File: config.mk
export PLATFORM = sky130hd
export DESIGN_NAME = rx_serial
export DESIGN_NICKNAME = d
export VERILOG_FILES = /design/src/rtl/rx_serial_pkg.sv /design/src/rtl/rx_sync.sv /design/src/rtl/rx_serial.sv
export SDC_FILE = /design/constraint.sdc
export NUM_CORES = 1
export LEC_CHECK = 0
export ABC_CLOCK_PERIOD_IN_PS = 2600
export CORE_ASPECT_RATIO = 0.5
export CORE_MARGIN = 10
export CORE_UTILIZATION = 30
export CTS_CLUSTER_DIAMETER = 120
export DETAILED_ROUTE_END_ITERATION = 6
export HOLD_SLACK_MARGIN = 0.08
export PLACE_DENSITY_LB_ADDON = 0.08
export SLEW_MARGIN = 15
export SYNTH_ARGS = -nofsm -noshare
export SYNTH_HDL_FRONTEND = slang
export SYNTH_SLANG_ARGS = --single-unit
File: constraint.sdc
create_clock -name clk100 -period 2.6 [get_ports clk100]
set_input_delay 0.52 -clock clk100 [delete_from_list [all_inputs] [get_ports clk100]]
set_output_delay 0.52 -clock clk100 [all_outputs]
set_load 0.05 [all_outputs]
File: src/rtl/rx_serial_pkg.sv
// Shared constants for the 8N1 UART receiver: FSM state encodings, data
// width and the bit-period counter width helper.
// Latency: n/a (package). Backpressure: n/a.
package rx_serial_pkg;

    localparam int DATA_BITS = 8;

    // FSM state encodings, kept as plain constants for legacy tools.
    typedef logic [2:0] state_t;
    localparam logic [2:0] ST_IDLE  = 3'd0;
    localparam logic [2:0] ST_START = 3'd1;
    localparam logic [2:0] ST_DATA  = 3'd2;
    localparam logic [2:0] ST_STOP  = 3'd3;
    localparam logic [2:0] ST_BREAK = 3'd4;

    // Width of a counter that must reach rconst-1.
    function automatic int cnt_width(input int rconst);
        return (rconst > 1) ? $clog2(rconst) : 1;
    endfunction

endpackage

File: src/rtl/rx_sync.sv
// Two-flop synchronizer for the asynchronous serial line, resets to idle (1).
// Latency: 2 cycles pin-to-o_q. Backpressure: none (free-running).
//
// Ports:
//   i_clk      system clock
//   i_reset    synchronous active-high reset (both stages load 1)
//   i_d        asynchronous input
//   o_q        synchronized output (second stage)
//   o_q_early  first-stage output, one cycle ahead of o_q; only meant as a
//              look-ahead tap that is outvoted by its fully synchronized
//              neighbours when it disagrees
module rx_sync (
    input  logic i_clk,
    input  logic i_reset,
    input  logic i_d,
    output logic o_q,
    output logic o_q_early
);

    logic r_meta;
    logic r_sync;

    always_ff @(posedge i_clk) begin
        if (i_reset) begin
            r_meta <= 1'b1;
            r_sync <= 1'b1;
        end else begin
            r_meta <= i_d;
            r_sync <= r_meta;
        end
    end

    assign o_q       = r_sync;
    assign o_q_early = r_meta;

endmodule

File: src/rtl/rx_serial.sv
// UART receiver, 8N1, LSB first; one-cycle ready strobe per byte, ferr on bad stop bit.
// Latency: ready/ferr assert t0+RCONST/2+9*RCONST+1 (t0 = first cycle synchronized line is low).
// Backpressure: none; the consumer must take rbyte on the ready strobe.
//
// Ports:
//   clk100  system clock        reset  synchronous active-high reset
//   rx      async serial input (idle 1)
//   rbyte   last good byte (held)  ready  byte strobe
//   ferr    framing error strobe   busy   frame or break in progress
// Build option: define RX_SERIAL_MAJORITY_EN for 2-of-3 voting around each
// bit centre; otherwise a single sample at the centre cycle is used.
module rx_serial
    import rx_serial_pkg::*;
#(
    parameter int RCONST = 108  // clock cycles per bit, must be >= 8
) (
    input  logic                 clk100,
    input  logic                 reset,
    input  logic                 rx,
    output logic [DATA_BITS-1:0] rbyte,
    output logic                 ready,
    output logic                 ferr,
    output logic                 busy
);

    localparam int             CW        = cnt_width(RCONST);
    localparam int             HALF      = RCONST / 2;
    localparam logic [CW-1:0]  CNT_LAST  = CW'(RCONST - 1);
    // Loaded on the t0 edge so the counter hits CNT_LAST at t0+HALF.
    localparam logic [CW-1:0]  CNT_START = CW'(RCONST - HALF);

    logic                 w_rxs;
    logic                 w_rxs_early;
    logic                 w_sample;
    logic                 w_tick;

    state_t               r_state;
    logic [CW-1:0]        r_cnt;
    logic [2:0]           r_bidx;
    logic [DATA_BITS-1:0] r_shift;
    logic [DATA_BITS-1:0] r_rbyte;
    logic                 r_ready;
    logic                 r_ferr;

    rx_sync u_sync (
        .i_clk     (clk100),
        .i_reset   (reset),
        .i_d       (rx),
        .o_q       (w_rxs),
        .o_q_early (w_rxs_early)
    );

`ifdef RX_SERIAL_MAJORITY_EN
    // Vote over rxs at centre-1, centre and centre+1. The centre+1 value is
    // taken from the synchronizer's first stage (it becomes rxs next cycle),
    // so the registered decision lands at centre+1 and strobe timing matches
    // the single-sample build.
    logic r_rxs_d;

    always_ff @(posedge clk100) begin
        if (reset) begin
            r_rxs_d <= 1'b1;
        end else begin
            r_rxs_d <= w_rxs;
        end
    end

    assign w_sample = (r_rxs_d & w_rxs) | (r_rxs_d & w_rxs_early) | (w_rxs & w_rxs_early);
`else
    logic w_unused_early;
    assign w_unused_early = w_rxs_early;
    assign w_sample       = w_rxs;
`endif

    assign w_tick = (r_cnt == CNT_LAST);

    always_ff @(posedge clk100) begin
        if (reset) begin
            r_state <= ST_IDLE;
            r_cnt   <= '0;
            r_bidx  <= '0;
            r_shift <= '0;
            r_rbyte <= '0;
            r_ready <= 1'b0;
            r_ferr  <= 1'b0;
        end else begin
            r_ready <= 1'b0;
            r_ferr  <= 1'b0;
            case (r_state)
                ST_IDLE: begin
                    if (!w_rxs) begin
                        r_state <= ST_START;
                        r_cnt   <= CNT_START;
                        r_bidx  <= '0;
                    end
                end
                ST_START: begin
                    if (w_tick) begin
                        r_cnt <= '0;
                        // High at the start-bit centre: a glitch, not a frame.
                        r_state <= w_sample ? ST_IDLE : ST_DATA;
                    end else begin
                        r_cnt <= r_cnt + CW'(1);
                    end
                end
                ST_DATA: begin
                    if (w_tick) begin
                        r_cnt <= '0;
                        // Shift in at the MSB so the first bit ends at bit 0.
                        r_shift <= {w_sample, r_shift[DATA_BITS-1:1]};
                        if (r_bidx == 3'(DATA_BITS - 1)) begin
                            r_state <= ST_STOP;
                        end else begin
                            r_bidx <= r_bidx + 3'd1;
                        end
                    end else begin
                        r_cnt <= r_cnt + CW'(1);
                    end
                end
                ST_STOP: begin
                    if (w_tick) begin
                        r_cnt <= '0;
                        if (w_sample) begin
                            r_rbyte <= r_shift;
                            r_ready <= 1'b1;
                            r_state <= ST_IDLE;
                        end else begin
                            r_ferr  <= 1'b1;
                            r_state <= ST_BREAK;
                        end
                    end else begin
                        r_cnt <= r_cnt + CW'(1);
                    end
                end
                ST_BREAK: begin
                    // Wait out a held-low line so it yields a single ferr.
                    if (w_rxs) begin
                        r_state <= ST_IDLE;
                    end
                end
                default: begin
                    r_state <= ST_IDLE;
                end
            endcase
        end
    end

    assign rbyte = r_rbyte;
    assign ready = r_ready;
    assign ferr  = r_ferr;
    assign busy  = (r_state != ST_IDLE);

endmodule

==> qor.log, run 1 <==
qor: worst_setup_path.critical-path-slowest-cell sky130_fd_sc_hd__clkdlybuf4s50_1
qor: worst_setup_path.cp_slowest_stage_delay 0.70 ns
qor: global_routing.grt.total_usage 0.0784
qor: timing.finClkSkew 0.00429 ns
qor: detailed_routing.detailedRoute.firstIterationViolations 35
qor: detailed_routing.route.vias.total 1062
qor: yosys.synth_enable_flop_cells 0
qor: cells_and_area.area_growth 20.9%
qor: power_and_ir_drop.total_leakage_power 0.716 nW
qor: floorplan.chipHeight 68.0 um
qor: yosys.most_common_flop_cell_mapped_by_yosys sky130_fd_sc_hd__dfxtp_1
qor: detailed_routing.post_drt_via_cell_ratio 4.85
qor: yosys.synth_seq_cells 33
qor: yosys.yosysTopAreaCell sky130_fd_sc_hd__dfxtp_1
qor: place.dp.final_hpwl 1.99 mm
qor: timing.fmaxAchievable 433 MHz
qor: yosys.synth_nets 152
qor: worst_setup_path.startpoint_type flip-flop
qor: yosys.top_post_synthesis_cells_by_count sky130_fd_sc_hd__dfxtp_1, sky130_fd_sc_hd__nor2_1, sky130_fd_sc_hd__mux2i_1
qor: worst_setup_path.critPathRequiredTime 2.08 ns
qor: worst_setup_path.timing.critical_path.cells or3_1, clkdlybuf4s50_1
qor: yosys.synthesized_area_per_cell 9.45 um^2
qor: worst_setup_path.worstPathArrival 1.79 ns
qor: worst_setup_path.timing.setup.critical_path_class reg -> out
qor: cts.cts_setup_buffers 0
qor: yosys.synth-compound-area-share 0.111
qor: yosys.synth.area.top_cells sky130_fd_sc_hd__dfxtp_1, sky130_fd_sc_hd__mux2i_1, sky130_fd_sc_hd__nor2_1
qor: cts.post_cts_hold_buffer_count 0
qor: global_routing.grt_pass1_vias 1003
qor: power_and_ir_drop.irDropWorstVdd 301 uV
qor: place.place_area 1570 um^2
qor: cts.cts_buffers 5
qor: detailed_routing.drcViolationCount 0
qor: timing.period_share 0.888
qor: yosys.ys_async_sr_fraction 0
qor: timing.finalWorstPathRequiredPeriod 2.31 ns
qor: timing.final_count_of_pins_violating_max_slew 0
qor: timing.rsz_0062_raised_after_global_routing no
qor: cts.ctsHtreeMaxLevel 2
qor: detailed_routing.drt-wirelength-per-cell 13.3 um
qor: yosys.synth_area 1380 um^2
qor: worst_setup_path.cp_num_buf_inv 1
qor: floorplan.fp.coreArea 4420 um^2
qor: cells_and_area.final_cell_area 1670 um^2
qor: worst_setup_path.worstSetupEndpointType primary output
qor: job.max-cap-violations 0
qor: cts.cts.clk_slew.worst_paths 0.07 ns
qor: timing.finalSetupViolations 0
qor: floorplan.num_rows 17
qor: yosys.number_of_warnings_reported_in_the_yosys_synthesis_log 0
qor: cells_and_area.diodes 0
qor: place.portBuffers 13
qor: cells_and_area.post_route_cells_drive_above_1_share 0.105
qor: place.gpl.final_weighted_congestion 0.740
qor: yosys.yosys.cell_types.count 37
qor: timing.transition_time_at_the_pin_with_the_least_slew_margin 0.637 ns
qor: floorplan.initial_utilization 0.312
qor: cells_and_area.finish.net_count 167
qor: yosys.most_used_standard_cell_by_instance_count_after_synthesis sky130_fd_sc_hd__dfxtp_1
qor: yosys.post-synth-top-area-fraction 0.479
qor: status.status finished clean
qor: yosys.post_synthesis_simple_gate_area_fraction 0.207
qor: global_routing.antenna_violations_before_repair 0
qor: floorplan.ioPinCount 14
qor: detailed_routing.detailedRoute.firstPassIterationCount 4
qor: yosys.netlist_instances 146
qor: power_and_ir_drop.power.density_cell_area 589 nW/um^2
qor: yosys.sequential_to_total_area_share_from_yosys_stat 0.479
qor: worst_setup_path.crit_family buffers and inverters
qor: global_routing.grt_pass1_wl 4.81 mm
qor: floorplan.dieArea 7880 um^2
qor: cts.cts.path.max_buffers 2
qor: timing.timing.slew.headroom 0.575
qor: timing.fin_setup_tns 0 ns
qor: timing.report.final.hold_viol_count 0
qor: cts.cts-root-buf sky130_fd_sc_hd__clkbuf_8
qor: detailed_routing.detail-route-antenna-nets 0
qor: detailed_routing.totalWireLength 2.91 mm
qor: yosys.synth_xor_xnor_area_share 0.00635
qor: cts.post_cts_resize_count 0
qor: cts.clock_tree_from_tritoncts yes
qor: worst_setup_path.worst-path-max-fanout 12
qor: yosys.synth_mux_area_frac 0.131
qor: cts.worst_skew_pair.late_latency 0.27 ns
qor: floorplan.fp.dieW 116 um
qor: yosys.synthAdderAreaFrac 0.0272
qor: global_routing.grt_max_degree 16
qor: yosys.main_combinational_cell_family_by_area_after_synthesis simple AND/OR/NAND/NOR gates
qor: cts.clock_sink_count 33
qor: min_path.hold_path_class reg -> reg
qor: global_routing.total_congestion_overflow_after_global_routing 0
-- stage by stage --
| stage | total power [mW] | instances | hold WS [ns] | worst slack (ns) | utilization |
|---|---|---|---|---|---|
| finish | 0.983 | 219 | 0.416 | 0.292 | 0.377 |
| global placement | 0.578 | 211 | 0.425 | 0.589 | 0.354 |
| detailed placement | 0.578 | 211 | 0.398 | 0.571 | 0.354 |
| CTS | 1.00 | 219 | 0.418 | 0.276 | 0.377 |
| global route | 1.03 | 219 | 0.435 | 0.204 | 0.377 |
| floorplan | 0.562 | 146 | 0.389 | 0.963 | - |
-- path summary, 6_finish.rpt --
check | startpoint | to | slack [ns] | cells past startpoint
worst min register to register | u_sync.o_q_early | u_sync.o_q | 0.42 | 1
worst min-delay path | u_sync.o_q_early | u_sync.o_q | 0.42 | 1
worst max-delay path | r_state[2] | busy | 0.29 | 2
worst max register to register | r_cnt[0] | r_bidx[1] | 0.71 | 6
-- state kept, by name (all words and copies together), names as in the netlist --
name and count:
ferr 1, r_bidx 3, rbyte 8, u_sync.o_q_early 1
r_state 3, r_cnt 7, ready 1, u_sync.o_q 1
r_shift 8
-- cells in the final DEF (no fill, tap or decap), types with 2 or more instances in the layout --
cell type	synthesis	routed
sky130_fd_sc_hd__mux2i_1	18	18
sky130_fd_sc_hd__or2_2	2	2
sky130_fd_sc_hd__or4_1	2	2
sky130_fd_sc_hd__nand2_1	8	8
sky130_fd_sc_hd__clkbuf_8	0	7
sky130_fd_sc_hd__nand3_1	4	4
sky130_fd_sc_hd__nor4_1	2	2
sky130_fd_sc_hd__buf_4	0	4
sky130_fd_sc_hd__a21oi_1	6	6
sky130_fd_sc_hd__a41oi_1	2	2
sky130_fd_sc_hd__ha_1	3	3
sky130_fd_sc_hd__clkdlybuf4s50_1	0	13
sky130_fd_sc_hd__nand4_1	2	2
sky130_fd_sc_hd__inv_1	3	3
sky130_fd_sc_hd__nor3_1	5	5
sky130_fd_sc_hd__o2bb2ai_1	2	2
sky130_fd_sc_hd__a31oi_1	3	3
sky130_fd_sc_hd__dfxtp_1	33	33
sky130_fd_sc_hd__nor2_1	24	24
-- worst reg2reg max path: stages, from the launching register on --
cell                        delay, ns
sky130_fd_sc_hd__dfxtp_1         0.40
sky130_fd_sc_hd__ha_1            0.21
sky130_fd_sc_hd__and2_1          0.32
sky130_fd_sc_hd__nand4_1         0.29
sky130_fd_sc_hd__buf_4           0.27
sky130_fd_sc_hd__nor3_1          0.21
sky130_fd_sc_hd__o2bb2ai_1       0.14
-- layer usage --
metal | track usage | up-vias | share of wire
met5 | 0 | - | 0
met4 | 0.0279 | 0 | 0.0027
met3 | 0.0384 | 2 | 0.054
met2 | 0.124 | 14 | 0.44
met1 | 0.0919 | 501 | 0.50
li1 | - | 545 | -
-- where the power goes --
group | internal (mW) | leakage [nW] | switching [mW]
Clock | 0.239 | 0.0542 | 0.178
Sequential | 0.513 | 0.267 | 0.00983
Combinational | 0.0181 | 0.395 | 0.0249
Total | 0.771 | 0.716 | 0.213
-- area by class of cell --
type | instances | area [um^2]
Clock buffer | 7 | 96.3
Timing Repair Buffer | 17 | 160
Tap cell | 57 | 71.3
Fill cell | 467 | 2760
Inverter | 3 | 11.3
Clock inverter | 1 | 5.00
Multi-Input combinational cell | 101 | 664
Sequential cell | 33 | 661
-- kinds of logic (layout without fill, tap and decap cells) --
group,count (synthesis),after routing
adders and majority gates,3,3
AOI/OAI and AO/OA,22,22
buffers and inverters,12,28
and+or+nand+nor,57,57
xor gates and xnor gates,1,1
DFF,33,33
muxes,18,18
No activity file was read; power rests on OpenSTA's default activity.
==> run 2, diff against run 1 <==
ABC_CLOCK_PERIOD_IN_PS = 2150   (was 2600)
CTS_BUF_LIST = sky130_fd_sc_hd__clkbuf_4   (was default)
clock period = 2.15 ns   (was 2.6 ns; I/O delays follow)
==> qor.log, run 2 (synthesis gave the netlist of run 1 again) <==
qor: status.status finished clean
qor: cts.cts_setup_buffers 0 [unchanged]
qor: floorplan.dieArea 7880 um^2 [unchanged]
qor: detailed_routing.totalWireLength 2.86 mm [-1.6%]
qor: worst_setup_path.worst-path-max-fanout 2 [-10]
qor: floorplan.num_rows 17 [unchanged]
qor: cts.worst_skew_pair.late_latency 0.32 ns [+0.05 ns]
qor: cts.post_cts_hold_buffer_count 0 [unchanged]
qor: worst_setup_path.startpoint_type flip-flop
qor: worst_setup_path.worstPathArrival 1.47 ns [-0.32 ns]
qor: worst_setup_path.cp_num_buf_inv 1 [unchanged]
qor: place.placedCellCount 211 [unchanged]
qor: detailed_routing.post_drt_via_cell_ratio 4.88 [+0.65%]
qor: global_routing.grt_max_degree 19 [+3]
qor: timing.report.final.hold_viol_count 0 [unchanged]
qor: worst_setup_path.timing.setup.critical_path_class reg -> out
qor: timing.fmaxAchievable 526 MHz
qor: cells_and_area.diodes 0 [unchanged]
qor: power_and_ir_drop.irDropWorstVdd 350 uV [+16%]
qor: worst_setup_path.worstSetupEndpointType primary output
qor: place.place_area 1570 um^2 [-0.16%]
qor: timing.finalSetupViolations 0 [unchanged]
qor: worst_setup_path.cp_slowest_stage_delay 0.82 ns [+0.12 ns]
qor: power_and_ir_drop.power.density_cell_area 629 nW/um^2 [+6.8%]
qor: place.dp.final_hpwl 1.98 mm [-0.82%]
qor: global_routing.grt_pass1_wl 4.89 mm [+1.6%]
qor: place.placement.setup.worst_slack 0.433 ns [-0.138 ns]
qor: cts.cts_buffers 5 [unchanged]
qor: cells_and_area.post_route_cells_drive_above_1_share 0.0994 [-0.00556]
qor: global_routing.grt_pass1_vias 1036 [+3.3%]
qor: timing.transition_time_at_the_pin_with_the_least_slew_margin 0.616 ns [-0.0207 ns]
qor: cells_and_area.area_growth 17.0%
qor: cells_and_area.most_used_cells_in_the_layout_excluding_fill_and_tap_cells sky130_fd_sc_hd__dfxtp_1, sky130_fd_sc_hd__nor2_1, sky130_fd_sc_hd__mux2i_1
qor: detailed_routing.drcViolationCount 0 [unchanged]
qor: cells_and_area.mostFrequentLayoutCell sky130_fd_sc_hd__dfxtp_1
qor: timing.final_setup_margin 0.249 ns [-0.0429 ns]
qor: detailed_routing.detail-route-antenna-nets 0 [unchanged]
qor: detailed_routing.detailedRoute.firstIterationViolations 30 [-14%]
qor: min_path.hold_path_class reg -> reg
qor: timing.rsz_0062_raised_after_global_routing no
qor: cells_and_area.final_cell_area 1610 um^2 [-3.3%]
qor: detailed_routing.drt-wirelength-per-cell 13.1 um [-1.2%]
qor: floorplan.fp.dieW 116 um [unchanged]
qor: cts.cts-root-buf sky130_fd_sc_hd__clkbuf_4
qor: cts.cts.path.max_buffers 2 [unchanged]
qor: cts.ctsHtreeMaxLevel 2 [unchanged]
qor: timing.fin_setup_tns 0 ns [unchanged]
qor: worst_setup_path.timing.critical_path.cells clkdlybuf4s50_1
qor: cts.post_cts_resize_count 0 [unchanged]
qor: floorplan.initial_utilization 0.312 [unchanged]
qor: cells_and_area.finish.net_count 167 [unchanged]
qor: worst_setup_path.critical-path-slowest-cell sky130_fd_sc_hd__clkdlybuf4s50_1
qor: timing.hold_slack 0.424 ns [+0.00753 ns]
qor: global_routing.antenna_violations_before_repair 0 [unchanged]
qor: cells_and_area.fin_util 0.365 [-0.0124]
qor: place.gpl.final_weighted_congestion 0.711 [-3.9%]
qor: cts.clock_sink_count 33 [unchanged]
qor: floorplan.ioPinCount 14 [unchanged]
qor: worst_setup_path.critPathRequiredTime 1.72 ns [-0.36 ns]
qor: floorplan.chipHeight 68.0 um [unchanged]
qor: place.portBuffers 13 [unchanged]
qor: timing.finClkSkew 0.00816 ns [+0.00387 ns]
qor: timing.final_count_of_pins_violating_max_slew 0 [unchanged]
qor: cts.cts.clk_slew.worst_paths 0.10 ns [+0.03 ns]
qor: detailed_routing.route.vias.total 1064 [+0.19%]
qor: global_routing.grt.total_usage 0.0785 [+0.000143]
qor: cts.clock_tree_from_tritoncts yes
qor: cells_and_area.finalNonFillerCells 218 [-0.46%]
qor: power_and_ir_drop.total_power 1.02 mW [+3.3%]
qor: worst_setup_path.crit_family buffers and inverters
qor: floorplan.fp.coreArea 4420 um^2 [unchanged]
qor: power_and_ir_drop.total_leakage_power 0.693 nW [-3.2%]
qor: timing.timing.slew.headroom 0.588 [+0.0139]
qor: job.max-cap-violations 0 [unchanged]
qor: detailed_routing.detailedRoute.firstPassIterationCount 4 [unchanged]
qor: timing.finalWorstPathRequiredPeriod 1.90 ns
qor: worst_setup_path.reg2reg_setup_slack 0.42 ns [-0.29 ns]
qor: timing.period_share 0.884
qor: global_routing.total_congestion_overflow_after_global_routing 0 [unchanged]
[run 2: cell count changes in the layout (fill, tap and decap cells not counted), sizes merged]
cell | previous run | this run
clkdlybuf4s50 | 13 | 12
clkbuf | 7 | 6
buf | 4 | 5
[run 2: report_power, final]
part           switching, mW  total, mW  internal [mW]  leakage (nW)
sequential            0.0114      0.632          0.620         0.267
clock                  0.201      0.332          0.131        0.0292
combinational         0.0303     0.0518         0.0215         0.397
total                  0.242       1.02          0.773         0.693
[run 2: metal layers]
layer / GRT usage / vias to the layer above / wire length, um
met1: 0.0968 / 504 / 1490
met2: 0.117 / 9 / 1180
met4: 0.0232 / 0 / 11
met5: 0 / - / 0
met3: 0.0419 / 2 / 175
li1: - / 549 / -
[run 2: worst paths after layout]
check                    from          to  cells past startpoint
max                  rbyte[4]    rbyte[4]                      1
min          u_sync.o_q_early  u_sync.o_q                      1
max reg2reg          r_cnt[0]   r_bidx[0]                      5
min reg2reg  u_sync.o_q_early  u_sync.o_q                      1
[run 2: layout make-up]
class / count / area, um^2
multi-input combinational: 101 / 664
clock buffer: 6 / 45.0
fill: 475 / 2810
inverter: 3 / 11.3
timing repair buffer: 17 / 158
clock inverter: 1 / 3.75
sequential: 33 / 661
tap: 57 / 71.3
==> run 3, diff against run 2 <==
ABC_CLOCK_PERIOD_IN_PS = 1800   (was 2150)
clock period = 1.8 ns   (was 2.15 ns; I/O delays follow)
==> qor.log, run 3 (synthesis gave the netlist of run 1 again) <==
qor: cells_and_area.post_route_cells_drive_above_1_share 0.193 [+0.0934]
qor: floorplan.num_rows 17 [unchanged]
qor: worst_setup_path.startpoint_type flip-flop
qor: detailed_routing.top_signal_layer_used met4
qor: global_routing.total_congestion_overflow_after_global_routing 0 [unchanged]
qor: detailed_routing.detailedRoute.firstIterationViolations 30 [unchanged]
qor: floorplan.dieArea 7880 um^2 [unchanged]
qor: floorplan.ioPinCount 14 [unchanged]
qor: cells_and_area.area_growth 18.0%
qor: worst_setup_path.timing.critical_path.cells ha_1, and2_1, and2_4, or4_1, a31oi_1
qor: worst_setup_path.critPathRequiredTime 2.06 ns [+0.34 ns]
qor: worst_setup_path.worstPathArrival 1.96 ns [+0.49 ns]
qor: timing.rsz_0062_raised_after_global_routing no
qor: power_and_ir_drop.irDropWorstVdd 252 uV [-28%]
qor: detailed_routing.met2RoutedLength 1.19 mm [+0.25%]
qor: cts.cts.path.max_buffers 2 [unchanged]
qor: timing.final_count_of_pins_violating_max_slew 0 [unchanged]
qor: timing.fin_setup_tns 0 ns [unchanged]
qor: worst_setup_path.timing.setup.critical_path_class reg -> reg
qor: cells_and_area.final_cell_area 1630 um^2 [+0.93%]
qor: timing.finClkSkew 0.00887 ns [+0.000707 ns]
qor: timing.finalSetupViolations 0 [unchanged]
qor: cells_and_area.mostFrequentLayoutCell sky130_fd_sc_hd__dfxtp_1
qor: global_routing.antenna_violations_before_repair 0 [unchanged]
qor: floorplan.chipHeight 68.0 um [unchanged]
qor: cts.worst_skew_pair.late_latency 0.32 ns [about the same]
qor: cts.cts.clk_slew.worst_paths 0.10 ns [about the same]
qor: detailed_routing.route.vias.total 1091 [+2.5%]
qor: power_and_ir_drop.total_power 1.19 mW [+17%]
qor: place.gpl.final_weighted_congestion 0.773 [+8.7%]
qor: min_path.hold_path_class reg -> reg
qor: timing.period_share 0.948
qor: cts.ctsHtreeMaxLevel 2 [unchanged]
qor: timing.hold_slack 0.420 ns [-0.00307 ns]
qor: place.dp.final_hpwl 2.07 mm [+4.7%]
qor: global_routing.grt.total_usage 0.0786 [about the same]
qor: power_and_ir_drop.power.density_cell_area 731 nW/um^2 [+16%]
qor: global_routing.grt_max_degree 18 [-1]
qor: timing.transition_time_at_the_pin_with_the_least_slew_margin 0.535 ns [-0.0806 ns]
qor: detailed_routing.detail-route-antenna-nets 0 [unchanged]
qor: detailed_routing.drcViolationCount 0 [unchanged]
qor: worst_setup_path.critical-path-slowest-cell sky130_fd_sc_hd__or4_1
qor: cells_and_area.diodes 0 [unchanged]
qor: cells_and_area.fin_util 0.368 [+0.00339]
qor: timing.timing.slew.headroom 0.642 [+0.0538]
qor: floorplan.initial_utilization 0.312 [unchanged]
qor: cells_and_area.fillerInstances 470 [-1.1%]
qor: cts.cts-root-buf sky130_fd_sc_hd__clkbuf_4
qor: floorplan.fp.coreArea 4420 um^2 [unchanged]
qor: cts.clock_tree_from_tritoncts yes
qor: place.place_area 1590 um^2 [+1.3%]
qor: detailed_routing.detailedRoute.firstPassIterationCount 4 [unchanged]
qor: cts.post_cts_hold_buffer_count 0 [unchanged]
qor: detailed_routing.post_drt_via_cell_ratio 4.89 [+0.24%]
qor: detailed_routing.drt-wirelength-per-cell 12.4 um [-5.2%]
qor: job.max-cap-violations 0 [unchanged]
qor: status.status finished clean
qor: cells_and_area.register_area 661 um^2 [unchanged]
qor: floorplan.fp.dieW 116 um [unchanged]
qor: timing.finalWorstPathRequiredPeriod 1.71 ns
qor: global_routing.grt_pass1_wl 4.93 mm [+0.84%]
qor: worst_setup_path.worst-path-max-fanout 7 [+5]
qor: cells_and_area.finish.net_count 173 [+3.6%]
qor: detailed_routing.wirelength_met1 1.43 mm [-4.4%]
qor: cells_and_area.area_taken_by_multi_input_logic_gates 666 um^2 [+0.19%]
qor: worst_setup_path.cp_slowest_stage_delay 0.46 ns [-0.36 ns]
qor: timing.report.final.hold_viol_count 0 [unchanged]
qor: worst_setup_path.worstSetupEndpointType flip-flop
qor: cts.clock_sink_count 33 [unchanged]
qor: power_and_ir_drop.total_leakage_power 0.741 nW [+6.9%]
qor: global_routing.grt_pass1_vias 1075 [+3.8%]
qor: detailed_routing.totalWireLength 2.78 mm [-3.0%]
qor: timing.fmaxAchievable 586 MHz
qor: cts.cts_buffers 5 [unchanged]
qor: detailed_routing.detailroute.wirelength.met3 135 um [-23%]
qor: place.portBuffers 13 [unchanged]
qor: cells_and_area.most_used_cells_in_the_layout_excluding_fill_and_tap_cells sky130_fd_sc_hd__dfxtp_1, sky130_fd_sc_hd__nor2_1, sky130_fd_sc_hd__buf_4
-- run 3: changes by cell type in the layout (fill, tap and decap cells not counted), sizes merged --
cell | previous run | this run
buf | 5 | 21
clkdlybuf4s50 | 12 | 2
clkbuf | 6 | 5
-- run 3: final timing paths --
kind / endpoint / startpoint / slack (ns) / depth (start not counted)
max: r_cnt[2] / r_cnt[0] / 0.09 / 5
min reg2reg: u_sync.o_q / u_sync.o_q_early / 0.42 / 1
min: u_sync.o_q / u_sync.o_q_early / 0.42 / 1
max reg2reg: r_cnt[2] / r_cnt[0] / 0.09 / 5
-- run 3: routing by layer --
layer | vias up | global-route usage
met2 | 15 | 0.111
met5 | - | 0
met3 | 4 | 0.0349
met1 | 506 | 0.102
met4 | 0 | 0.0325
li1 | 566 | -
-- run 3: cell type report --
type                       count  area share
multi-input combinational    101       0.409
sequential                    33       0.406
timing repair buffer          23       0.109
tap                           57      0.0438
clock buffer                   5      0.0230
inverter                       3     0.00691
clock inverter                 1     0.00307
-- run 3: worst max-delay path, delay by kind of cell (launching register included) --
kind,cells,cell delay [ns]
AOI/OAI and AO/OA,1,0.17
DFF,1,0.36
and+or+nand+nor,3,0.89
adders and majority gates,1,0.23
-- run 3: where the power goes --
group | switching [mW] | internal [mW] | total [mW]
combinational | 0.0394 | 0.0304 | 0.0698
sequential | 0.0117 | 0.741 | 0.753
clock | 0.233 | 0.135 | 0.368
-- run 3: timing repair --
action                                  CTS  global route
setup buffers                             0             0
endpoints found under the setup margin    0             1
gates resized for setup                   0             1
-- run 3: per-stage QoR --
step,worst slack [ns],cells
floorplan,0.163,146
global placement,0.168,217
detailed placement,0.112,217
CTS,0.0758,223
global route,0.00782,223
finish,0.0943,223
